File: config.mk
export PLATFORM = sky130hd
export DESIGN_NAME = dmem_responder_flat
export DESIGN_NICKNAME = d
export VERILOG_FILES = /design/src/rtl/dmem_pkg.sv /design/src/rtl/dmem_if.sv /design/src/rtl/dmem_rsp_fifo.sv /design/src/rtl/dmem_responder.sv /design/src/flat_wrapper.sv
export SDC_FILE = /design/constraint.sdc
export NUM_CORES = 2
export LEC_CHECK = 0
export CAP_MARGIN = 20
export CORE_MARGIN = 2
export CORE_UTILIZATION = 45
export CTS_BUF_LIST = sky130_fd_sc_hd__clkbuf_4
export DETAILED_ROUTE_END_ITERATION = 16
export PLACE_DENSITY = 0.68
export SLEW_MARGIN = 0
export SYNTH_ARGS = -nofsm -noshare
export SYNTH_HDL_FRONTEND = slang
export SYNTH_MEMORY_MAX_BITS = 65536
export SYNTH_SLANG_ARGS = --single-unit
export TNS_END_PERCENT = 100
File: constraint.sdc
create_clock -name clk -period 4.4 [get_ports clk]
set_clock_uncertainty 0.1 [all_clocks]
set_input_delay 0.66 -clock clk [delete_from_list [all_inputs] [get_ports clk]]
set_output_delay 0.66 -clock clk [all_outputs]
set_load 0.02 [all_outputs]
File: src/rtl/dmem_pkg.sv
// Shared types and constants for the data-memory responder.
// Holds bus widths, LATENCY bounds, the response record and lane selection.
package dmem_pkg;

    localparam int ADDR_W      = 16;
    localparam int DATA_W      = 16;
    localparam int LATENCY_MIN = 1;
    localparam int LATENCY_MAX = 4;

    localparam logic LANE_LO = 1'b0;
    localparam logic LANE_HI = 1'b1;

    typedef struct packed {
        logic [DATA_W-1:0] rdata;
        logic              err;
        logic              is_store;
    } rsp_rec_t;

    // Byte loads return the selected lane zero-extended; sign extension is left to the CPU.
    function automatic logic [DATA_W-1:0] lane_extract(input logic [DATA_W-1:0] word,
                                                       input logic              lane,
                                                       input logic              is_byte);
        if (!is_byte)
            return word;
        return (lane == LANE_HI) ? {8'h00, word[15:8]} : {8'h00, word[7:0]};
    endfunction

endpackage

File: src/rtl/dmem_if.sv
// Request/response handshake bundle between the CPU data port and the responder.
// master = CPU side, slave = memory responder side.
interface dmem_if;
    import dmem_pkg::*;

    logic              req_valid;
    logic              req_ready;
    logic [ADDR_W-1:0] req_addr;
    logic [DATA_W-1:0] req_wdata;
    logic              req_we;
    logic              req_byte;
    logic              rsp_valid;
    logic              rsp_ready;
    logic [DATA_W-1:0] rsp_rdata;
    logic              rsp_err;

    modport master (
        output req_valid, req_addr, req_wdata, req_we, req_byte, rsp_ready,
        input  req_ready, rsp_valid, rsp_rdata, rsp_err
    );

    modport slave (
        input  req_valid, req_addr, req_wdata, req_we, req_byte, rsp_ready,
        output req_ready, rsp_valid, rsp_rdata, rsp_err
    );

endinterface

File: src/rtl/dmem_rsp_fifo.sv
// Synchronous response FIFO with occupancy count; storage is not reset.
// The responder guarantees it is never pushed when full or popped when empty.
module dmem_rsp_fifo
    import dmem_pkg::*;
#(
    parameter int DEPTH = 4,
    parameter int CNT_W = $clog2(DEPTH + 1)
) (
    input  logic             clk,
    input  logic             rst,
    input  logic             i_push,
    input  rsp_rec_t         i_data,
    input  logic             i_pop,
    output rsp_rec_t         o_data,
    output logic [CNT_W-1:0] o_count
);

    localparam int PTR_W = (DEPTH > 1) ? $clog2(DEPTH) : 1;

    rsp_rec_t         r_mem [DEPTH];
    logic [PTR_W-1:0] r_wr;
    logic [PTR_W-1:0] r_rd;
    logic [CNT_W-1:0] r_count;

    function automatic logic [PTR_W-1:0] ptr_inc(input logic [PTR_W-1:0] p);
        return (p == PTR_W'(DEPTH - 1)) ? '0 : p + PTR_W'(1);
    endfunction

    always_ff @(posedge clk) begin
        if (i_push)
            r_mem[r_wr] <= i_data;
    end

    always_ff @(posedge clk or posedge rst) begin
        if (rst) begin
            r_wr    <= '0;
            r_rd    <= '0;
            r_count <= '0;
        end else begin
            if (i_push)
                r_wr <= ptr_inc(r_wr);
            if (i_pop)
                r_rd <= ptr_inc(r_rd);
            case ({i_push, i_pop})
                2'b10:   r_count <= r_count + CNT_W'(1);
                2'b01:   r_count <= r_count - CNT_W'(1);
                default: r_count <= r_count;
            endcase
        end
    end

    assign o_data  = r_mem[r_rd];
    assign o_count = r_count;

endmodule

File: src/rtl/dmem_responder.sv
// Data-memory responder: in-order fixed-latency load/store service on a 16-bit RAM.
// Define DMEM_ALIGN_CHECK_EN to flag misaligned halfword accesses with rsp_err.
module dmem_responder
    import dmem_pkg::*;
#(
    parameter int DEPTH_WORDS = 256,
    parameter int LATENCY     = 2,
    parameter int RSP_DEPTH   = 4
) (
    input  logic  clk,
    input  logic  rst,
    dmem_if.slave bus,
    output logic  busy
);

    localparam int IDX_W = $clog2(DEPTH_WORDS);
    localparam int CNT_W = $clog2(RSP_DEPTH + 1);

    logic              w_acc;
    logic              w_pop;
    logic              w_err;
    logic              w_wr;
    logic              w_lane;
    logic [IDX_W-1:0]  w_idx;
    logic [DATA_W-1:0] w_word;
    rsp_rec_t          w_rec;
    rsp_rec_t          w_head;
    logic [CNT_W-1:0]  w_fifo_cnt;
    logic [CNT_W-1:0]  w_inflight;
    logic [CNT_W-1:0]  w_outstanding;

    logic [DATA_W-1:0] r_mem [DEPTH_WORDS];
    logic [LATENCY-1:0] r_vld;
    rsp_rec_t          r_rec [LATENCY];

    // Upper address bits fall away in the cast, so addresses wrap silently.
    assign w_idx  = IDX_W'(bus.req_addr >> 1);
    assign w_lane = bus.req_addr[0];

`ifdef DMEM_ALIGN_CHECK_EN
    assign w_err = !bus.req_byte && (w_lane == LANE_HI);
`else
    assign w_err = 1'b0;
`endif

    assign w_acc  = bus.req_valid && bus.req_ready;
    assign w_wr   = w_acc && bus.req_we && !w_err;
    assign w_word = r_mem[w_idx];

    always_ff @(posedge clk) begin
        if (w_wr) begin
            if (!bus.req_byte)
                r_mem[w_idx] <= bus.req_wdata;
            else if (w_lane == LANE_LO)
                r_mem[w_idx][7:0] <= bus.req_wdata[7:0];
            else
                r_mem[w_idx][15:8] <= bus.req_wdata[7:0];
        end
    end

    always_comb begin
        w_rec.rdata    = (bus.req_we || w_err) ? '0 : lane_extract(w_word, w_lane, bus.req_byte);
        w_rec.err      = w_err;
        w_rec.is_store = bus.req_we;
    end

    // Accept stage -> LATENCY-deep delay line -> response FIFO
    always_ff @(posedge clk or posedge rst) begin
        if (rst) begin
            r_vld <= '0;
        end else begin
            r_vld[0] <= w_acc;
            for (int i = 1; i < LATENCY; i++)
                r_vld[i] <= r_vld[i-1];
        end
    end

    always_ff @(posedge clk) begin
        r_rec[0] <= w_rec;
        for (int i = 1; i < LATENCY; i++)
            r_rec[i] <= r_rec[i-1];
    end

    dmem_rsp_fifo #(
        .DEPTH (RSP_DEPTH),
        .CNT_W (CNT_W)
    ) u_rsp_fifo (
        .clk     (clk),
        .rst     (rst),
        .i_push  (r_vld[LATENCY-1]),
        .i_data  (r_rec[LATENCY-1]),
        .i_pop   (w_pop),
        .o_data  (w_head),
        .o_count (w_fifo_cnt)
    );

    always_comb begin
        w_inflight = '0;
        for (int i = 0; i < LATENCY; i++)
            w_inflight = w_inflight + CNT_W'(r_vld[i]);
    end

    assign w_outstanding = w_inflight + w_fifo_cnt;
    assign bus.req_ready = (w_outstanding < CNT_W'(RSP_DEPTH)) && !rst;
    assign busy          = (w_outstanding != '0);

    assign bus.rsp_valid = (w_fifo_cnt != '0);
    assign w_pop         = bus.rsp_valid && bus.rsp_ready;
    assign bus.rsp_err   = bus.rsp_valid && w_head.err;
    assign bus.rsp_rdata = (bus.rsp_valid && !w_head.is_store && !w_head.err) ? w_head.rdata : '0;

endmodule

File: src/flat_wrapper.sv
// flat-port wrapper written by rule: the top's interface ports become plain ports
module dmem_responder_flat import dmem_pkg::*;
#(
    parameter int DEPTH_WORDS = 256,
    parameter int LATENCY     = 2,
    parameter int RSP_DEPTH   = 4
)
  (clk, rst, busy, bus_req_valid, bus_req_addr, bus_req_wdata, bus_req_we, bus_req_byte, bus_rsp_ready, bus_req_ready, bus_rsp_valid, bus_rsp_rdata, bus_rsp_err);
  dmem_if bus_i ();
  input  logic clk;
  input  logic rst;
  output logic busy;
  input wire logic [$bits(bus_i.req_valid)-1:0] bus_req_valid;
  input wire logic [$bits(bus_i.req_addr)-1:0] bus_req_addr;
  input wire logic [$bits(bus_i.req_wdata)-1:0] bus_req_wdata;
  input wire logic [$bits(bus_i.req_we)-1:0] bus_req_we;
  input wire logic [$bits(bus_i.req_byte)-1:0] bus_req_byte;
  input wire logic [$bits(bus_i.rsp_ready)-1:0] bus_rsp_ready;
  output wire logic [$bits(bus_i.req_ready)-1:0] bus_req_ready;
  output wire logic [$bits(bus_i.rsp_valid)-1:0] bus_rsp_valid;
  output wire logic [$bits(bus_i.rsp_rdata)-1:0] bus_rsp_rdata;
  output wire logic [$bits(bus_i.rsp_err)-1:0] bus_rsp_err;
  assign bus_i.req_valid = bus_req_valid;
  assign bus_i.req_addr = bus_req_addr;
  assign bus_i.req_wdata = bus_req_wdata;
  assign bus_i.req_we = bus_req_we;
  assign bus_i.req_byte = bus_req_byte;
  assign bus_i.rsp_ready = bus_rsp_ready;
  assign bus_req_ready = bus_i.req_ready;
  assign bus_rsp_valid = bus_i.rsp_valid;
  assign bus_rsp_rdata = bus_i.rsp_rdata;
  assign bus_rsp_err = bus_i.rsp_err;
  dmem_responder #(.DEPTH_WORDS(DEPTH_WORDS), .LATENCY(LATENCY), .RSP_DEPTH(RSP_DEPTH)) u_core (.clk(clk), .rst(rst), .bus(bus_i), .busy(busy));
endmodule
==> flow_summary.yaml <==
drt:
  wl_per_cell_um: 30.7
  detail_route.first_pass.iterations: 8
  route.vias.total: 90000
  antenna_left: 0
  drt_drc_violations_left: 0
  drt-initial-drc-count: 13700
  drt_wl_total_mm: 462
  via_per_inst: 5.99
flow_run:
  max_cap_violations: 0
synthesis:
  post_synth_net_total: 7760
  synth-edff-count: 4164
  synth.most_common_cell: "sky130_fd_sc_hd__edfxtp_1"
  synthTopCellsByCount: "4164 x sky130_fd_sc_hd__edfxtp_1, 952 x sky130_fd_sc_hd__mux4_2, 581 x sky130_fd_sc_hd__nor2_1, 391 x sky130_fd_sc_hd__mux2i_1, 218 x sky130_fd_sc_hd__nand2_1"
  fraction_of_registers_with_async_set_or_reset_after_synthesis_pct: 0.214
  yosys-top-cells-area: "sky130_fd_sc_hd__edfxtp_1 77%, sky130_fd_sc_hd__mux4_2 13%, sky130_fd_sc_hd__mux2i_1 2.4%"
  synthDominantCellAreaShare_pct: 76.8
  synth.yosys.warnings: 0
  synth_register_bits: 4207
  synth_flop_cell: "sky130_fd_sc_hd__edfxtp_1"
  netlist_area_mm2: 0.163
  sequential_element_share_of_the_synthesized_area_pct: 77.3
  post_synth_inst_count: 7712
  netlist.top_cell.by_area: "sky130_fd_sc_hd__edfxtp_1"
  post_synth_num_cell_types: 82
  synthesis.area_per_instance_um2: 21.1
timing:
  clock.fmax_mhz: 237
  final_period_minus_worst_setup_slack_ps: 4220
  holdWs_ps: 88.8
  final-hold-violation-count: 0
  final.setup.worst_slack_ps: 177
  rsz_0062_raised_after_global_routing: "false"
  tns_ps: 0
  tightest_slew_ps: 1250
  timing.max_slew.rel_slack_pct: 16.4
  setup_viol: 0
  layout_worst_path_cycle_share_pct: 96.0
  number_of_slew_limit_violations_in_the_final_report: 0
setup_path:
  critPathRequiredTime_ps: 3640
  worst-endpoint-arrival_ps: 3460
  cpMaxStageDelayCell: "sky130_fd_sc_hd__mux4_2"
  cpPeakStageDelay_ps: 600
  cp.buffers_inverters: 3
  timing.critical_path.cells: "buf_12 > mux4_2 > clkinvlp_4 > and3_1 > dlygate4sd2_1"
  crit_path_start_kind: "register"
  cp_top_family: "buffers and inverters"
  crit_path_end_kind: "output port"
  largest_fanout_on_the_critical_path: 20
  criticalPathCategory: "register to output port"
layout:
  num-nets-final: 9502
  area_growth_from_synthesis_to_layout_pct: 16.9
  drive_gt1_share_pct: 36.5
  post-route-cell-area_mm2: 0.190
  fillerInstances: 27700
  finish.utilization_pct: 52.9
  multi_input_combinational_cell_area_mm2: 0.0347
  layout.cells.non_filler: 15000
  seq_area_mm2: 0.126
clock_tree:
  root_buffer: "sky130_fd_sc_hd__clkbuf_4"
  tritoncts.num_buffers: 965
  tritoncts_clock_tree: "yes"
  max-clock-path-buffers: 4
  number_of_sinks_on_the_clock_net: 4207
  clk_transition_reported_paths_ps: 70
  cts_htree_levels: 6
  clk_latency_ps: 1690
place:
  weighted_congestion_reported_at_the_end_of_routability_driven_placement: 0.914
  placedInstanceArea_mm2: 0.177
  post-place-cells: 13200
  half_perimeter_wire_length_of_the_detailed_placement_result_mm: 297
  port_buffers: 49
  place_worst_setup_slack_ps: -409
power_and_ir_drop:
  power_density_mw_per_mm2: 425
  report.power.total_mw: 80.9
  max-vdd-ir-drop_uv: 290
  leakagePower_nw: 63.3
floorplanning:
  floorplan.initialDensity_pct: 45.3
  chipHeight_um: 606
  dieArea_mm2: 0.367
  floorplan.io_pins: 58
  die_width_um: 606
  number_of_standard_cell_rows_in_the_floorplan: 220
  core_area_mm2: 0.360
outcome:
  result_of_the_run: "finished, final reports clean"
grt:
  grt_antenna_before_repair: 43
  overflow: 0
  global_route_wire_length_before_repair_mm: 651
  groute.usage.overall_pct: 24.9
  largest_net_degree_at_the_start_of_global_routing: 226
  grt_pass1_vias: 90400
hold_path:
  holdCritPathClass: "primary input to register"
## final timing paths
| kind | start | end | slack, ps | depth (start not counted) |
|---|---|---|---|---|
| max | u_core.u_rsp_fifo.r_rd[0]$_DFFE_PP0N_ | bus_rsp_rdata[8] | 180 | 5 |
| min in group asynchronous | rst | u_core.u_rsp_fifo.o_count[2]$_DFFE_PP0P_ | 270 | 4 |
| max in group asynchronous | rst | u_core.r_vld[1]$_DFF_PP0_ | 3580 | 4 |
| max reg2reg | u_core.r_vld[1]$_DFF_PP0_ | u_core.r_mem[0][8]$_DFFE_PP_ | 500 | 12 |
| min reg2reg | u_core.r_rec[0][9]$_SDFF_PP0_ | u_core.r_rec[0][27]$_DFF_P_ | 230 | 0 |
| min | bus_req_wdata[11] | u_core.r_mem[17][11]$_DFFE_PP_ | 90 | 2 |
## state kept, by name, indices dropped and copies added, names as in the netlist
name,flops
u_core.r_mem,4096
u_core.r_rec,34
u_core.r_vld,2
u_core.u_rsp_fifo.o_count,3
u_core.u_rsp_fifo.r_mem,68
u_core.u_rsp_fifo.r_rd,2
u_core.u_rsp_fifo.r_wr,2
## cell type report
| type | instances | share of cell area [%] |
|---|---|---|
| Antenna cell | 20 | 0.0263 |
| Clock buffer | 1436 | 5.66 |
| Clock inverter | 314 | 0.946 |
| Inverter | 24 | 0.0545 |
| Multi-Input combinational cell | 3009 | 18.2 |
| Sequential cell | 4207 | 66.2 |
| Tap cell | 4773 | 3.14 |
| Timing Repair Buffer | 1246 | 5.79 |
| Timing Repair inverter | 1 | 0.00394 |
## placed cells by master (no fill, tap or decap), types with 23 or more instances in the layout
master	Yosys	final
sky130_fd_sc_hd__dlygate4sd3_1	0	31
sky130_fd_sc_hd__mux2i_1	391	391
sky130_fd_sc_hd__a221oi_1	27	27
sky130_fd_sc_hd__nor3_1	31	25
sky130_fd_sc_hd__nand3_1	83	83
sky130_fd_sc_hd__nand2_1	218	201
sky130_fd_sc_hd__o22ai_1	110	110
sky130_fd_sc_hd__nand4_1	32	32
sky130_fd_sc_hd__buf_4	98	1052
sky130_fd_sc_hd__a22oi_1	128	128
sky130_fd_sc_hd__clkinv_1	1	236
sky130_fd_sc_hd__o21ai_0	48	48
sky130_fd_sc_hd__clkinv_2	0	23
sky130_fd_sc_hd__a21oi_1	75	74
sky130_fd_sc_hd__dfxtp_1	34	34
sky130_fd_sc_hd__nor2_1	581	577
sky130_fd_sc_hd__mux4_2	952	952
sky130_fd_sc_hd__edfxtp_1	4164	4164
sky130_fd_sc_hd__and3_1	32	32
sky130_fd_sc_hd__clkbuf_4	0	1436
sky130_fd_sc_hd__buf_12	0	115
## cell families (layout without fill, tap and decap cells)
family / after synthesis / in the layout / synth area share, %
compound gates: 546 / 546 / 2.33
xor+xnor: 4 / 4 / 0.0215
fa+ha+maj: 10 / 10 / 0.0860
buf+inv: 496 / 3021 / 1.62
flops: 4207 / 4207 / 77.3
mux: 1366 / 1366 / 15.7
other cells: 1 / 21 / 0.00230
simple gates: 1082 / 1082 / 2.89
## power breakdown
part	internal (mW)	total (mW)	switching [mW]
registers	44.2	44.4	0.141
clock network	15.8	31.1	15.3
logic	1.95	5.37	3.41
## what timing repair did
action                                  4_1_cts  5_1_grt
gates cloned                                  0        1
hold buffers                                 32        0
gates resized for setup                      38       11
hold endpoints to repair                   2252        0
endpoints found under the setup margin       18       13
setup buffers                                 2        0
## worst register-to-register path, stage by stage (launching register included)
cell and delay, ps:
sky130_fd_sc_hd__dfrtp_2 430, sky130_fd_sc_hd__ha_4 250, sky130_fd_sc_hd__ha_4 160, sky130_fd_sc_hd__fa_2 350, sky130_fd_sc_hd__xor2_1 150, sky130_fd_sc_hd__nor2_1 130, sky130_fd_sc_hd__and2_1 180, sky130_fd_sc_hd__nand2_1 60
sky130_fd_sc_hd__buf_4 210, sky130_fd_sc_hd__nor2_2 250, sky130_fd_sc_hd__buf_12 190, sky130_fd_sc_hd__mux2_8 500, sky130_fd_sc_hd__buf_12 270
## metal layers
metal,routed length [um],part of all wire (%),GRT usage (%)
met1,170000,37,33.6
met5,211,0.046,0
met2,213000,46,38.0
met3,55700,12,6.58
met4,22300,4.8,11.7
Power figures use the tool's default switching activity.
